## config.mk

```make
export PLATFORM = sky130hd
export DESIGN_NAME = kyber_unpack_decompress_flat
export DESIGN_NICKNAME = d
export VERILOG_FILES = /design/src/rtl/kyber_pkg.sv /design/src/rtl/kyber_unpack_decompress_if.sv /design/src/rtl/kyber_decompress_core.sv /design/src/rtl/kyber_unpack_decompress.sv /design/src/flat_wrapper.sv
export SDC_FILE = /design/constraint.sdc
export NUM_CORES = 1
export LEC_CHECK = 0
export ABC_CLOCK_PERIOD_IN_PS = 7730
export BUFFER_PORTS_ARGS = -buffer_cell sky130_fd_sc_hd__clkbuf_2
export CORE_MARGIN = 3
export CORE_UTILIZATION = 55
export DETAILED_ROUTE_END_ITERATION = 10
export GPL_TIMING_DRIVEN = 0
export PLACE_DENSITY_LB_ADDON = 0.1
export SYNTH_ARGS = -nofsm -noshare
export SYNTH_HDL_FRONTEND = slang
export SYNTH_SLANG_ARGS = --single-unit
```

## constraint.sdc

```tcl
create_clock -name clk -period 7.73 [get_ports clk]
set_input_delay 0.773 -clock clk [delete_from_list [all_inputs] [get_ports clk]]
set_output_delay 0.773 -clock clk [all_outputs]
set_load 0.05 [all_outputs]
```

## src/rtl/kyber_pkg.sv

```systemverilog
// Shared constants, FSM state type and d-legality helper for the ML-KEM
// unpack/decompress receive path.
package kyber_pkg;

  localparam int Q      = 3329;
  localparam int QW     = 12;
  localparam int N_COEF = 256;
  localparam int BUF_W  = 24;
  localparam int XW     = 11;
  localparam int PW     = 24;
  localparam int CNT_W  = 5;
  localparam int BL_W   = 9;

  typedef enum logic [1:0] {
    IDLE = 2'd0,
    RUN  = 2'd1,
    DONE = 2'd2
  } state_e;

  function automatic logic d_legal(input logic [3:0] d);
    case (d)
      4'd1, 4'd4, 4'd5, 4'd10, 4'd11: d_legal = 1'b1;
      default:                        d_legal = 1'b0;
    endcase
  endfunction

endpackage

```

## src/rtl/kyber_unpack_decompress_if.sv

```systemverilog
// Control, byte-stream and coefficient-stream bundle of the unpack/decompress
// block; slave is the block side, master is the driver side.
interface kyber_unpack_decompress_if;
  import kyber_pkg::*;

  logic          start;
  logic [3:0]    d_sel;
  logic [7:0]    byte_in;
  logic          byte_valid;
  logic          byte_ready;
  logic [QW-1:0] coeff_out;
  logic [7:0]    coeff_idx;
  logic          coeff_valid;
  logic          coeff_ready;
  logic          busy;
  logic          done;
  logic          err;

  modport slave (
    input  start, d_sel, byte_in, byte_valid, coeff_ready,
    output byte_ready, coeff_out, coeff_idx, coeff_valid, busy, done, err
  );

  modport master (
    output start, d_sel, byte_in, byte_valid, coeff_ready,
    input  byte_ready, coeff_out, coeff_idx, coeff_valid, busy, done, err
  );

endinterface

```

## src/rtl/kyber_decompress_core.sv

```systemverilog
// Two-stage decompress pipeline: stage 1 forms x*Q + 2^(d-1), stage 2 drops
// the low d bits, giving round(x*Q/2^d) which is always below Q.
module kyber_decompress_core
  import kyber_pkg::*;
(
  input  logic          clk,
  input  logic          rst,
  input  logic [XW-1:0] x,
  input  logic [3:0]    d,
  input  logic          in_valid,
  input  logic          out_ready,
  output logic [QW-1:0] coeff,
  output logic          out_valid,
  output logic          in_ready
);

  logic          s1_valid_q, s1_valid_d;
  logic [PW-1:0] p_q, p_d;
  logic [QW-1:0] coeff_q, coeff_d;
  logic          out_valid_q, out_valid_d;
  logic          s2_adv_s;

  always_comb begin
    s1_valid_d  = s1_valid_q;
    p_d         = p_q;
    out_valid_d = out_valid_q;
    coeff_d     = coeff_q;
    s2_adv_s    = out_ready || !out_valid_q;
    in_ready    = !s1_valid_q || s2_adv_s;
    if (in_ready) begin
      s1_valid_d = in_valid;
      if (in_valid) begin
        p_d = PW'(x) * PW'(Q) + (PW'(1) << (d - 4'd1));
      end else begin
        p_d = p_q;
      end
    end else begin
      s1_valid_d = s1_valid_q;
    end
    if (s2_adv_s) begin
      out_valid_d = s1_valid_q;
      if (s1_valid_q) begin
        coeff_d = QW'(p_q >> d);
      end else begin
        coeff_d = coeff_q;
      end
    end else begin
      out_valid_d = out_valid_q;
    end
  end

  always_ff @(posedge clk) begin
    if (rst) begin
      s1_valid_q  <= 1'b0;
      p_q         <= '0;
      out_valid_q <= 1'b0;
      coeff_q     <= '0;
    end else begin
      s1_valid_q  <= s1_valid_d;
      p_q         <= p_d;
      out_valid_q <= out_valid_d;
      coeff_q     <= coeff_d;
    end
  end

  assign coeff     = coeff_q;
  assign out_valid = out_valid_q;

endmodule

```

## src/rtl/kyber_unpack_decompress.sv

```systemverilog
// Unpacks a little-endian bit-packed byte stream into d-bit fields and feeds
// them to the decompress pipeline, one polynomial (256 coefficients) per start.
module kyber_unpack_decompress
  import kyber_pkg::*;
(
  input  logic                       clk,
  input  logic                       rst,
  kyber_unpack_decompress_if.slave   bus
);

  state_e             state_q, state_d;
  logic [3:0]         d_q, d_d;
  logic [BL_W-1:0]    bytes_left_q, bytes_left_d;
  logic [BUF_W-1:0]   buf_q, buf_d;
  logic [CNT_W-1:0]   bit_cnt_q, bit_cnt_d;
  logic [7:0]         coef_cnt_q, coef_cnt_d;
  logic               busy_q, busy_d;
  logic               done_q, done_d;
  logic               err_q, err_d;

  logic               byte_ready_s, in_valid_s, extract_s, accept_s, coef_hs_s;
  logic [XW-1:0]      x_s;
  logic [BUF_W-1:0]   shifted_s;
  logic [CNT_W-1:0]   pos_s;
  logic               core_in_ready_s, core_valid_s;
  logic [QW-1:0]      core_coeff_s;

  kyber_decompress_core u_core (
    .clk       (clk),
    .rst       (rst),
    .x         (x_s),
    .d         (d_q),
    .in_valid  (in_valid_s),
    .out_ready (bus.coeff_ready),
    .coeff     (core_coeff_s),
    .out_valid (core_valid_s),
    .in_ready  (core_in_ready_s)
  );

  always_comb begin
    state_d      = state_q;
    d_d          = d_q;
    bytes_left_d = bytes_left_q;
    buf_d        = buf_q;
    bit_cnt_d    = bit_cnt_q;
    coef_cnt_d   = coef_cnt_q;
    err_d        = 1'b0;

    byte_ready_s = (state_q == RUN) && (bytes_left_q != '0) &&
                   (bit_cnt_q <= CNT_W'(BUF_W - 8));
    in_valid_s   = (state_q == RUN) && (bit_cnt_q >= {1'b0, d_q});
    x_s          = buf_q[XW-1:0] & ((XW'(1) << d_q) - XW'(1));
    extract_s    = in_valid_s && core_in_ready_s;
    accept_s     = bus.byte_valid && byte_ready_s;
    coef_hs_s    = core_valid_s && bus.coeff_ready;

    // An incoming byte lands just above the bits left after this cycle's extract.
    shifted_s = extract_s ? (buf_q >> d_q) : buf_q;
    pos_s     = extract_s ? (bit_cnt_q - {1'b0, d_q}) : bit_cnt_q;
    if (accept_s) begin
      buf_d        = shifted_s | (BUF_W'(bus.byte_in) << pos_s);
      bit_cnt_d    = pos_s + CNT_W'(8);
      bytes_left_d = bytes_left_q - BL_W'(1);
    end else begin
      buf_d     = shifted_s;
      bit_cnt_d = pos_s;
    end

    if (coef_hs_s) begin
      coef_cnt_d = coef_cnt_q + 8'd1;
    end else begin
      coef_cnt_d = coef_cnt_q;
    end

    case (state_q)
      IDLE: begin
        if (bus.start) begin
          if (d_legal(bus.d_sel)) begin
            state_d      = RUN;
            d_d          = bus.d_sel;
            bytes_left_d = {bus.d_sel, 5'd0};
            coef_cnt_d   = 8'd0;
            buf_d        = '0;
            bit_cnt_d    = '0;
          end else begin
            err_d = 1'b1;
          end
        end else begin
          state_d = IDLE;
        end
      end
      RUN: begin
        if (coef_hs_s && (coef_cnt_q == 8'd255)) begin
          state_d = DONE;
        end else begin
          state_d = RUN;
        end
      end
      DONE:    state_d = IDLE;
      default: state_d = IDLE;
    endcase

    busy_d = (state_d == RUN);
    done_d = (state_d == DONE);
  end

  always_ff @(posedge clk) begin
    if (rst) begin
      state_q      <= IDLE;
      d_q          <= 4'd0;
      bytes_left_q <= '0;
      buf_q        <= '0;
      bit_cnt_q    <= '0;
      coef_cnt_q   <= 8'd0;
      busy_q       <= 1'b0;
      done_q       <= 1'b0;
      err_q        <= 1'b0;
    end else begin
      state_q      <= state_d;
      d_q          <= d_d;
      bytes_left_q <= bytes_left_d;
      buf_q        <= buf_d;
      bit_cnt_q    <= bit_cnt_d;
      coef_cnt_q   <= coef_cnt_d;
      busy_q       <= busy_d;
      done_q       <= done_d;
      err_q        <= err_d;
    end
  end

  assign bus.byte_ready  = byte_ready_s;
  assign bus.coeff_out   = core_coeff_s;
  assign bus.coeff_idx   = coef_cnt_q;
  assign bus.coeff_valid = core_valid_s;
  assign bus.busy        = busy_q;
  assign bus.done        = done_q;
  assign bus.err         = err_q;

endmodule

```

## src/flat_wrapper.sv

```systemverilog
// flat-port wrapper written by rule: the top's interface ports become plain ports
module kyber_unpack_decompress_flat import kyber_pkg::*;
  (clk, rst, bus_start, bus_d_sel, bus_byte_in, bus_byte_valid, bus_coeff_ready, bus_byte_ready, bus_coeff_out, bus_coeff_idx, bus_coeff_valid, bus_busy, bus_done, bus_err);
  kyber_unpack_decompress_if bus_i ();
  input  logic clk;
  input  logic rst;
  input wire logic [$bits(bus_i.start)-1:0] bus_start;
  input wire logic [$bits(bus_i.d_sel)-1:0] bus_d_sel;
  input wire logic [$bits(bus_i.byte_in)-1:0] bus_byte_in;
  input wire logic [$bits(bus_i.byte_valid)-1:0] bus_byte_valid;
  input wire logic [$bits(bus_i.coeff_ready)-1:0] bus_coeff_ready;
  output wire logic [$bits(bus_i.byte_ready)-1:0] bus_byte_ready;
  output wire logic [$bits(bus_i.coeff_out)-1:0] bus_coeff_out;
  output wire logic [$bits(bus_i.coeff_idx)-1:0] bus_coeff_idx;
  output wire logic [$bits(bus_i.coeff_valid)-1:0] bus_coeff_valid;
  output wire logic [$bits(bus_i.busy)-1:0] bus_busy;
  output wire logic [$bits(bus_i.done)-1:0] bus_done;
  output wire logic [$bits(bus_i.err)-1:0] bus_err;
  assign bus_i.start = bus_start;
  assign bus_i.d_sel = bus_d_sel;
  assign bus_i.byte_in = bus_byte_in;
  assign bus_i.byte_valid = bus_byte_valid;
  assign bus_i.coeff_ready = bus_coeff_ready;
  assign bus_byte_ready = bus_i.byte_ready;
  assign bus_coeff_out = bus_i.coeff_out;
  assign bus_coeff_idx = bus_i.coeff_idx;
  assign bus_coeff_valid = bus_i.coeff_valid;
  assign bus_busy = bus_i.busy;
  assign bus_done = bus_i.done;
  assign bus_err = bus_i.err;
  kyber_unpack_decompress u_core (.clk(clk), .rst(rst), .bus(bus_i));
endmodule
```

Word-level counts from Yosys, hierarchy flattened. Cells that the tools add are included.

Register bits after elaboration: 93. Word-level logic and storage cells: 85.

$add $sub $neg: 7. Multiply operators: 1. Order comparisons: 2. Equal/unequal tests: 9. Shift operators: 5. Muxes and demuxes: 26. Bitwise logic cells: 4. Reduce and logical (&&, ||, !) cells: 18.

Operator list (number): two-way mux 24 bit (5); two-way mux 9 bit (4); two-way mux 8 bit (4); two-way mux 5 bit (5); adder 23 x 24 -> 24 bit (1); bitwise OR 24 bit (1); left shift 1 x 4 -> 24 bit (first input constant) (1); left shift 8 x 5 -> 24 bit (1); >> shifter 24 x 4 -> 12 bit (1); >> shifter 24 x 4 -> 24 bit (1); multiplier 11 x 12 -> 23 bit (second input constant) (1); AND 11 bit (1); left shift 1 x 4 -> 11 bit (first input constant) (1); subtractor 11 x 1 -> 11 bit (second input constant) (1); nonzero test 9 bit (1); subtractor 9 x 1 -> 9 bit (second input constant) (1); adder 8 x 1 -> 8 bit (second input constant) (1); equality test 4 x 3 -> 1 bit (second input constant) (2); equality test 4 bit (second input constant) (2); equality test 8 bit (second input constant) (1); logical AND 1 bit (7); two-way mux 2 bit (3); adder 5 x 4 -> 5 bit (second input constant) (1); >= comparator 5 x 4 -> 1 bit (1); other kinds (16) (24).

Longest topological paths before layout. Gate-level depths: netlist of the first run.

Word-level depth: 11. Depth in mapped cells: 30. Depth with buffers taken out: 26.

Modules after synthesis. Synthesis of the first run repeated with hierarchy kept, for this count alone.

Cells, all modules: 1052. Area, all modules: 8949.8 µm².

Modules (own cells, without submodules): kyber_decompress_core (times used 1, cells an instance 516, area an instance 4792.1 µm², sequential area each 760.7 µm²); kyber_unpack_decompress (times used 1, cells an instance 536, area an instance 4157.7 µm², sequential area each 1101.1 µm²).

Least setup slack after synthesis of the first run. Ideal clock, no wire load.

Path kind: register to register. From: register u_core.d_q[0]. To: register u_core.u_core.p_q[22]. Arrival: 6.184 ns. Slack: 1.440 ns. Stages on the path, launching flop included: 27. Cells stage by stage: dfxtp_1 buf_2 inv_2 buf_1 nand2_1 inv_1 nand2_1 ha_1 or2_2 o21ai_0 nand3_1 a21boi_0 ha_1 ha_1 ha_1 fa_1 inv_1 fa_1 inv_1 ha_1 and3_1 a221oi_1 o211ai_1 a21o_1 a21oi_1 o31ai_1 o311ai_0.

Cells in the longest elaborated chain, start to end: 5. Elaborated cells between the ends (all ways): 10. Those cells by class: add/sub (3); mul (1); order compare (1); shift (2); bitwise (1); reduce/logical (2).

Ends and longest elaborated chain: start, declared (RTL line kyber_unpack_decompress.sv:12) `logic [3:0] d_q, d_d;`; start signal, assigned (RTL line kyber_unpack_decompress.sv:110) `d_q <= 4'd0;`; start signal, assigned (RTL line kyber_unpack_decompress.sv:120) `d_q <= d_d;`; left shift 1 x 4 -> 11 bit (RTL line kyber_unpack_decompress.sv:52) `x_s = buf_q[XW-1:0] & ((XW'(1) << d_q) - XW'(1));`; subtractor 11 x 1 -> 11 bit (RTL line kyber_unpack_decompress.sv:52); AND 11 bit (RTL line kyber_unpack_decompress.sv:52); multiplier 11 x 12 -> 23 bit (RTL line kyber_decompress_core.sv:33) `p_d = PW'(x) * PW'(Q) + (PW'(1) << (d - 4'd1));`; adder 23 x 24 -> 24 bit (RTL line kyber_decompress_core.sv:33); end signal, assigned (RTL line kyber_decompress_core.sv:60) `p_q <= p_d;`; end, declared (RTL line kyber_decompress_core.sv:18) `logic [PW-1:0] p_q, p_d;`.

Several ways; a longest one is shown, not always the timed one. A chain may end at the register's enable or synchronous reset.

Worst setup path after layout of the first run.
From: register u_core.d_q[1]. To: register u_core.u_core.p_q[22].

Same word-level chain as after synthesis.

==> flow_summary.yaml, run 1 <==
worst_setup_path:
  rrSetupSlack_ns: 0.37
  criticalPathCategory: "flop to flop"
  startpoint_type: "flop"
  cp.buffers_inverters: 7
  max_stage_delay_ns: 0.53
  critPathMostFrequentCell: "ha_1"
  crit_arrival_ns: 7.60
  worst_path_max_delay_cell: "fa_1"
  required_ns: 7.97
  crit_path_end_kind: "flop"
  crit_family: "adder cells"
  cp_max_fo: 10
timing:
  finalSetupViolations: 0
  rsz0062_at_grt: "false"
  fin_hold_ws_ns: 0.467
  skew_ns: 0.0101
  slew_headroom_pct: 21.0
  min_period_over_period_pct: 95.2
  period_minus_slack_ns: 7.36
  finalMaxSlewViolations: 0
  fmax_mhz: 136
  tightestPinTransition_ns: 1.18
  tns_ns: 0
  hold_viol_final: 0
  setup_slack_ns: 0.370
global_routing:
  grt_pass1_vias: 7541
  grt_util_all_layers_pct: 29.9
  grt_pass1_wl_mm: 41.5
  grt_overflow: 0
  grt_max_degree: 16
  antenna_found_initial: 0
route:
  first_pass_iters: 5
  drt_wl_total_mm: 26.3
  routedWlPerCell_microns: 20.1
  vias_per_cell: 6.32
  ant_nets: 0
  drc: 0
  drt_iter0_markers: 950
  num_vias: 8289
synth:
  netlist_top_cells_area: "dfxtp_1 21%, ha_1 14%, mux2i_1 6.7%, mux4_2 5.7%, nand2_1 4.8%"
  syn_area_per_cell_sq_um: 8.30
  synth_compound_area_share_pct: 19.0
  ys_seq_area_share_pct: 21.5
  synth-edff-count: 0
  yosysWarnings: 0
  synth_top_cell_area_share_pct: 21.5
  synth-seq-cells: 93
  synth_nets: 1178
  syn_area_sq_um: 8680
  synthSimpleGateAreaFrac_pct: 18.8
  synthMuxAreaShare_pct: 14.0
  synth_cells: 1045
  synth_top_family_by_area: "compound AO/OA/AOI/OAI gates"
  synth_xor_xnor_area_share_pct: 2.62
  yosys.area.top_type: "dfxtp_1"
  synth_flop_cell: "dfxtp_1"
  synth_cell_type_count: 79
  yosys.area_share.adder_pct: 18.3
  ys_async_sr_fraction_pct: 0
floorplan:
  io_pins: 42
  die_height_microns: 132
  die_area_sq_um: 17300
  rows: 45
  start_util_pct: 56.7
  dieWidth_microns: 132
  core-area_sq_um: 15300
finish:
  final_cell_mix: "112 x nand2_1, 98 x ha_1, 97 x nor2_1"
  nets: 1228
  fin_area_sq_um: 9440
  utilization_pct: 61.6
  layout_commonest_cell: "nand2_1"
  diodes: 0
  syn2layout_area_growth_pct: 8.74
  drive_above_1_share_pct: 11.1
clock_network:
  numCtsBuffers: 9
  cts-root-buf: "clkbuf_16"
  clk_pin_slew_ns: 0.07
  insertion_delay_ns: 0.36
  post_cts_buffers: 0
  clock-sinks: 93
  cts_tree: "yes"
  cts_buffer_depth: 2
  cts_max_level: 3
placed_design:
  dp_hpwl_mm: 20.5
  dpl-instance-area_sq_um: 9140
  dp_slack_ns: -0.117
  port_buffers: 40
  finalWeightedCongestion: 1.03
pwr:
  leakagePower_nw: 4.16
  power_per_cell_area_nw_per_um2: 130
  vdd_drop_max_v: 0.000132
flow_run:
  maxCapViolations: 0
worst_hold_path:
  worst_hold_path_type: "flop to flop"
run_status:
  outcome: "completed"
[kinds of logic after synthesis]
family	after synthesis
AOI/OAI and AO/OA	244
xor gates and xnor gates	26
DFF	93
buffers and inverters	128
and+or+nand+nor	347
muxes	91
adders and majority gates	116
[layer usage]
metal  up-vias  GRT usage, %  wire length (microns)  part of all wire, %
met5         -             0                      0                    0
met4         0          9.74                    749                  2.8
met3        74          7.50                   2640                   10
met2       457          43.7                  11200                   43
met1      3884          43.2                  11700                   45
li1       3874             -                      -                    -
[power breakdown]
group	leakage (nW)	internal [W]	switching, W
sequential	0.751	0.000490	0.0000112
clock	0.140	0.000238	0.000206
combinational	3.27	0.0000922	0.000185
[synth_stat cells, types with 5 or more instances]
library cell,instances
nand2_1,112
ha_1,98
nor2_1,97
dfxtp_1,93
a21oi_1,78
inv_1,67
mux2i_1,58
o21ai_0,41
clkbuf_1,38
nand3_1,38
a211oi_1,26
mux4_2,22
nor3_1,19
fa_1,18
and2_1,15
xor2_1,15
nor2b_1,11
xnor2_1,11
a21o_1,9
a31oi_1,9
buf_1,9
buf_2,9
mux2_2,9
and3_1,8
nand2b_1,8
nand4_1,8
o21a_1,8
o22ai_1,8
a311oi_1,6
o211ai_1,6
nor4_1,5
o221ai_1,5
o31ai_1,5
or3_1,5
[registers in the layout, summed over array words and instances (netlist names)]
register and count:
u_core.bus.err 1, u_core.u_core.coeff 12, u_core.buf_q 24, u_core.state_q 2, u_core.u_core.p_q 24, u_core.u_core.out_valid 1
u_core.bus.coeff_idx 8, u_core.bit_cnt_q 5, u_core.u_core.s1_valid_q 1, u_core.bus.busy 1, u_core.bytes_left_q 9, u_core.d_q 4
u_core.bus.done 1
[stage by stage]
stage	total power [W]	std cells
global placement	0.000778	1296
floorplan	0.000703	1045
detailed placement	0.000779	1296
CTS	0.00122	1312
global route	0.00126	1311
finish	0.00122	1311
[final timing paths]
check | from | end | depth (start not counted)
min | u_core.u_core.p_q[19]$_SDFFE_PP0P_ | u_core.u_core.p_q[19]$_SDFFE_PP0P_ | 2
min reg2reg | u_core.u_core.p_q[19]$_SDFFE_PP0P_ | u_core.u_core.p_q[19]$_SDFFE_PP0P_ | 2
max reg2reg | u_core.d_q[1]$_SDFFE_PP0P_ | u_core.u_core.p_q[22]$_SDFFE_PP0P_ | 27
max | u_core.d_q[1]$_SDFFE_PP0P_ | u_core.u_core.p_q[22]$_SDFFE_PP0P_ | 27
[cell type report]
type,instances,area (sq um)
fill,1424,5880
inverter,70,263
timing repair buffer,40,200
buffer,57,236
clock buffer,12,256
multi-input combinational,824,6320
tap,211,264
sequential,93,1860
clock inverter,4,30.0
[worst min-delay path, cell delays in order, from the launching register on]
cell and delay (ns):
dfxtp_1 0.32, nand2_1 0.05, a21oi_1 0.05
[repair_timing]
item / 4_1_cts / 5_1_grt
hold buffers: 0 / 0
setup endpoints to repair: 1 / 1
resized for setup: 1 / 2
No activity file was read; power rests on OpenSTA's default activity.
==> inputs of run 2 (changes only) <==
- MAX_ROUTING_LAYER: not set -> met4
==> flow_summary.yaml, run 2 (synthesis gave the netlist of run 1 again) <==
run_status:
  outcome: "completed"
pwr:
  power_per_cell_area_nw_per_um2: 130
  vdd_drop_max_v: 0.000112
  leakagePower_nw: 4.16
  p_total_w: 0.00123
  pwr-share-clk_pct: 36.5
  switching_share_pct: 31.9
  switchingPower_w: 0.000392
  p_comb_share_pct: 22.7
  pwr-share-seq_pct: 40.8
  cellInternalPower_w: 0.000836
route:
  first_pass_iters: 6
  ant_nets: 0
  vias_per_cell: 6.30
  drt_iter0_markers: 836
  routedWlPerCell_microns: 20.4
  drc: 0
  num_vias: 8259
  drt_wl_total_mm: 26.7
timing:
  skew_ns: 0.0108
  hold_viol_final: 0
  finalMaxSlewViolations: 0
  fmax_mhz: 138
  min_period_over_period_pct: 93.7
  period_minus_slack_ns: 7.24
  slew_headroom_pct: 29.4
  tightestPinTransition_ns: 1.05
  finalSetupViolations: 0
  rsz0062_at_grt: "false"
finish:
  syn2layout_area_growth_pct: 8.81
  multi_input_area_sq_um: 6320
  nets: 1228
  utilization_pct: 61.7
  nFillCells: 1432
  diodes: 0
  final_cells: 1311
  drive_above_1_share_pct: 10.9
  final_cell_mix: "112 x nand2_1, 98 x ha_1, 97 x nor2_1"
  layout_commonest_cell: "nand2_1"
  register_area_sq_um: 1860
worst_setup_path:
  rrSetupSlack_ns: 0.49
  reg2reg_to: "u_core.u_core.p_q[22]$_SDFFE_PP0P_"
  required_ns: 7.97
  cp_max_fo: 10
  startpoint_type: "flop"
  r2r-start: "u_core.d_q[1]$_SDFFE_PP0P_"
  criticalPathCategory: "flop to flop"
  reg2regPathDepth: 27
  crit_path_end_kind: "flop"
  crit_arrival_ns: 7.48
placed_design:
  placedCellCount: 1296
  finalWeightedCongestion: 0.987
  port_buffers: 40
  dp_hpwl_mm: 21.0
floorplan:
  io_pins: 42
  die_area_sq_um: 17300
  core-area_sq_um: 15300
  die_height_microns: 132
  rows: 45
  start_util_pct: 56.7
  dieWidth_microns: 132
worst_hold_path:
  worstHoldStart: "u_core.u_core.p_q[19]$_SDFFE_PP0P_"
  min_to: "u_core.u_core.p_q[19]$_SDFFE_PP0P_"
  hold_depth: 2
  worst_hold_path_type: "flop to flop"
clock_network:
  cts_tree: "yes"
  cts_buffer_depth: 2
  numCtsBuffers: 9
  insertion_delay_ns: 0.36
  cts-root-buf: "clkbuf_16"
  hold_buffers: 0
  clock-sinks: 93
  clk_pin_slew_ns: 0.07
  cts_max_level: 3
global_routing:
  grt_pass1_vias: 7721
  grt_pass1_wl_mm: 42.5
  antenna_found_initial: 0
  grt_max_degree: 16
  grt_overflow: 0
  grt_util_all_layers_pct: 31.4
flow_run:
  maxCapViolations: 0
==> run 2: cell types whose count changed in the layout (fill, tap and decap cells not counted) <==
cell / previous run / this run
clkbuf_1: 39 / 41
clkinv_4: 0 / 2
clkinv_2: 1 / 0
bufinv_16: 0 / 1
clkinvlp_4: 1 / 0
inv_6: 2 / 1
clkbuf_8: 2 / 0
==> run 2: through the flow <==
| step | setup TNS [ns] | worst slack (ns) | instance area (sq um) | hold WS, ns |
|---|---|---|---|---|
| floorplan | 0 | 1.44 | 8680 | 0.433 |
| global placement | -0.116 | -0.116 | 9140 | 0.458 |
| detailed placement | -0.0542 | -0.0542 | 9140 | 0.460 |
| CTS | 0 | 0.190 | 9440 | 0.467 |
| global route | 0 | 0.0614 | 9440 | 0.494 |
| finish | 0 | 0.490 | 9440 | 0.467 |
==> run 2: power groups by stage <==
stage | Sequential, W | Combinational [W] | Clock [W]
finish | 0.000501 | 0.000279 | 0.000449
global route | 0.000502 | 0.000301 | 0.000470
CTS | 0.000501 | 0.000271 | 0.000453
detailed placement | 0.000512 | 0.000270 | 0
global placement | 0.000511 | 0.000270 | 0
floorplan | 0.000512 | 0.000191 | 0
==> run 2: worst max-delay path: stages, from the launching register on <==
cell and delay [ns]:
dfxtp_1 0.35, buf_2 0.31, buf_2 0.37, inv_1 0.30, nand2_1 0.21, inv_1 0.17
nand2_1 0.20, ha_1 0.19, clkbuf_1 0.34, nand2_1 0.12, o21ai_0 0.09, nand3_1 0.14
a21boi_4 0.30, ha_1 0.28, ha_1 0.27, ha_1 0.29, fa_1 0.53, inv_1 0.05
fa_1 0.52, inv_1 0.04, ha_1 0.36, and3_1 0.21, a221oi_1 0.52, o211ai_1 0.17
a21o_1 0.19, a21oi_1 0.13, o31ai_1 0.11, o311ai_0 0.33
==> run 2: worst max-delay path by stage <==
stage | startpoint | endpoint | slack, ns | cells past startpoint
3_3_place_gp | u_core.d_q[0]$_SDFFE_PP0P_ | u_core.u_core.p_q[22]$_SDFFE_PP0P_ | -0.12 | 26
2_1_floorplan | u_core.d_q[0]$_SDFFE_PP0P_ | u_core.u_core.p_q[22]$_SDFFE_PP0P_ | 1.44 | 26
6_report | u_core.d_q[1]$_SDFFE_PP0P_ | u_core.u_core.p_q[22]$_SDFFE_PP0P_ | 0.49 | 27
3_5_place_dp | u_core.d_q[0]$_SDFFE_PP0P_ | u_core.u_core.p_q[22]$_SDFFE_PP0P_ | -0.05 | 26
4_1_cts | u_core.d_q[0]$_SDFFE_PP0P_ | u_core.u_core.p_q[22]$_SDFFE_PP0P_ | 0.19 | 26
5_1_grt | u_core.d_q[1]$_SDFFE_PP0P_ | u_core.u_core.p_q[22]$_SDFFE_PP0P_ | 0.06 | 27
==> run 2: layout make-up <==
cell class | count | area share [%]
multi-input cells | 824 | 67.0
well taps | 211 | 2.80
repair buffers | 40 | 2.12
flip-flops and latches | 93 | 19.7
clock inverters | 4 | 0.596
inverters | 70 | 2.78
plain buffers | 57 | 2.50
clock buffers | 12 | 2.50
==> run 2: repair_timing <==
item                                    4_1_cts  5_1_grt
cloned                                        0        0
buffers inserted                              0        0
gates resized for setup                       1        2
endpoints found under the setup margin        1        3
endpoints found under the hold margin         0        0
==> run 2: layer usage <==
layer / track usage [%] / vias to the layer above / routed length (microns)
met4: 10.2 / 0 / 798
met2: 45.7 / 466 / 11300
met5: - / - / 0
met1: 44.5 / 3843 / 12100
met3: 5.59 / 71 / 2570
li1: - / 3879 / -
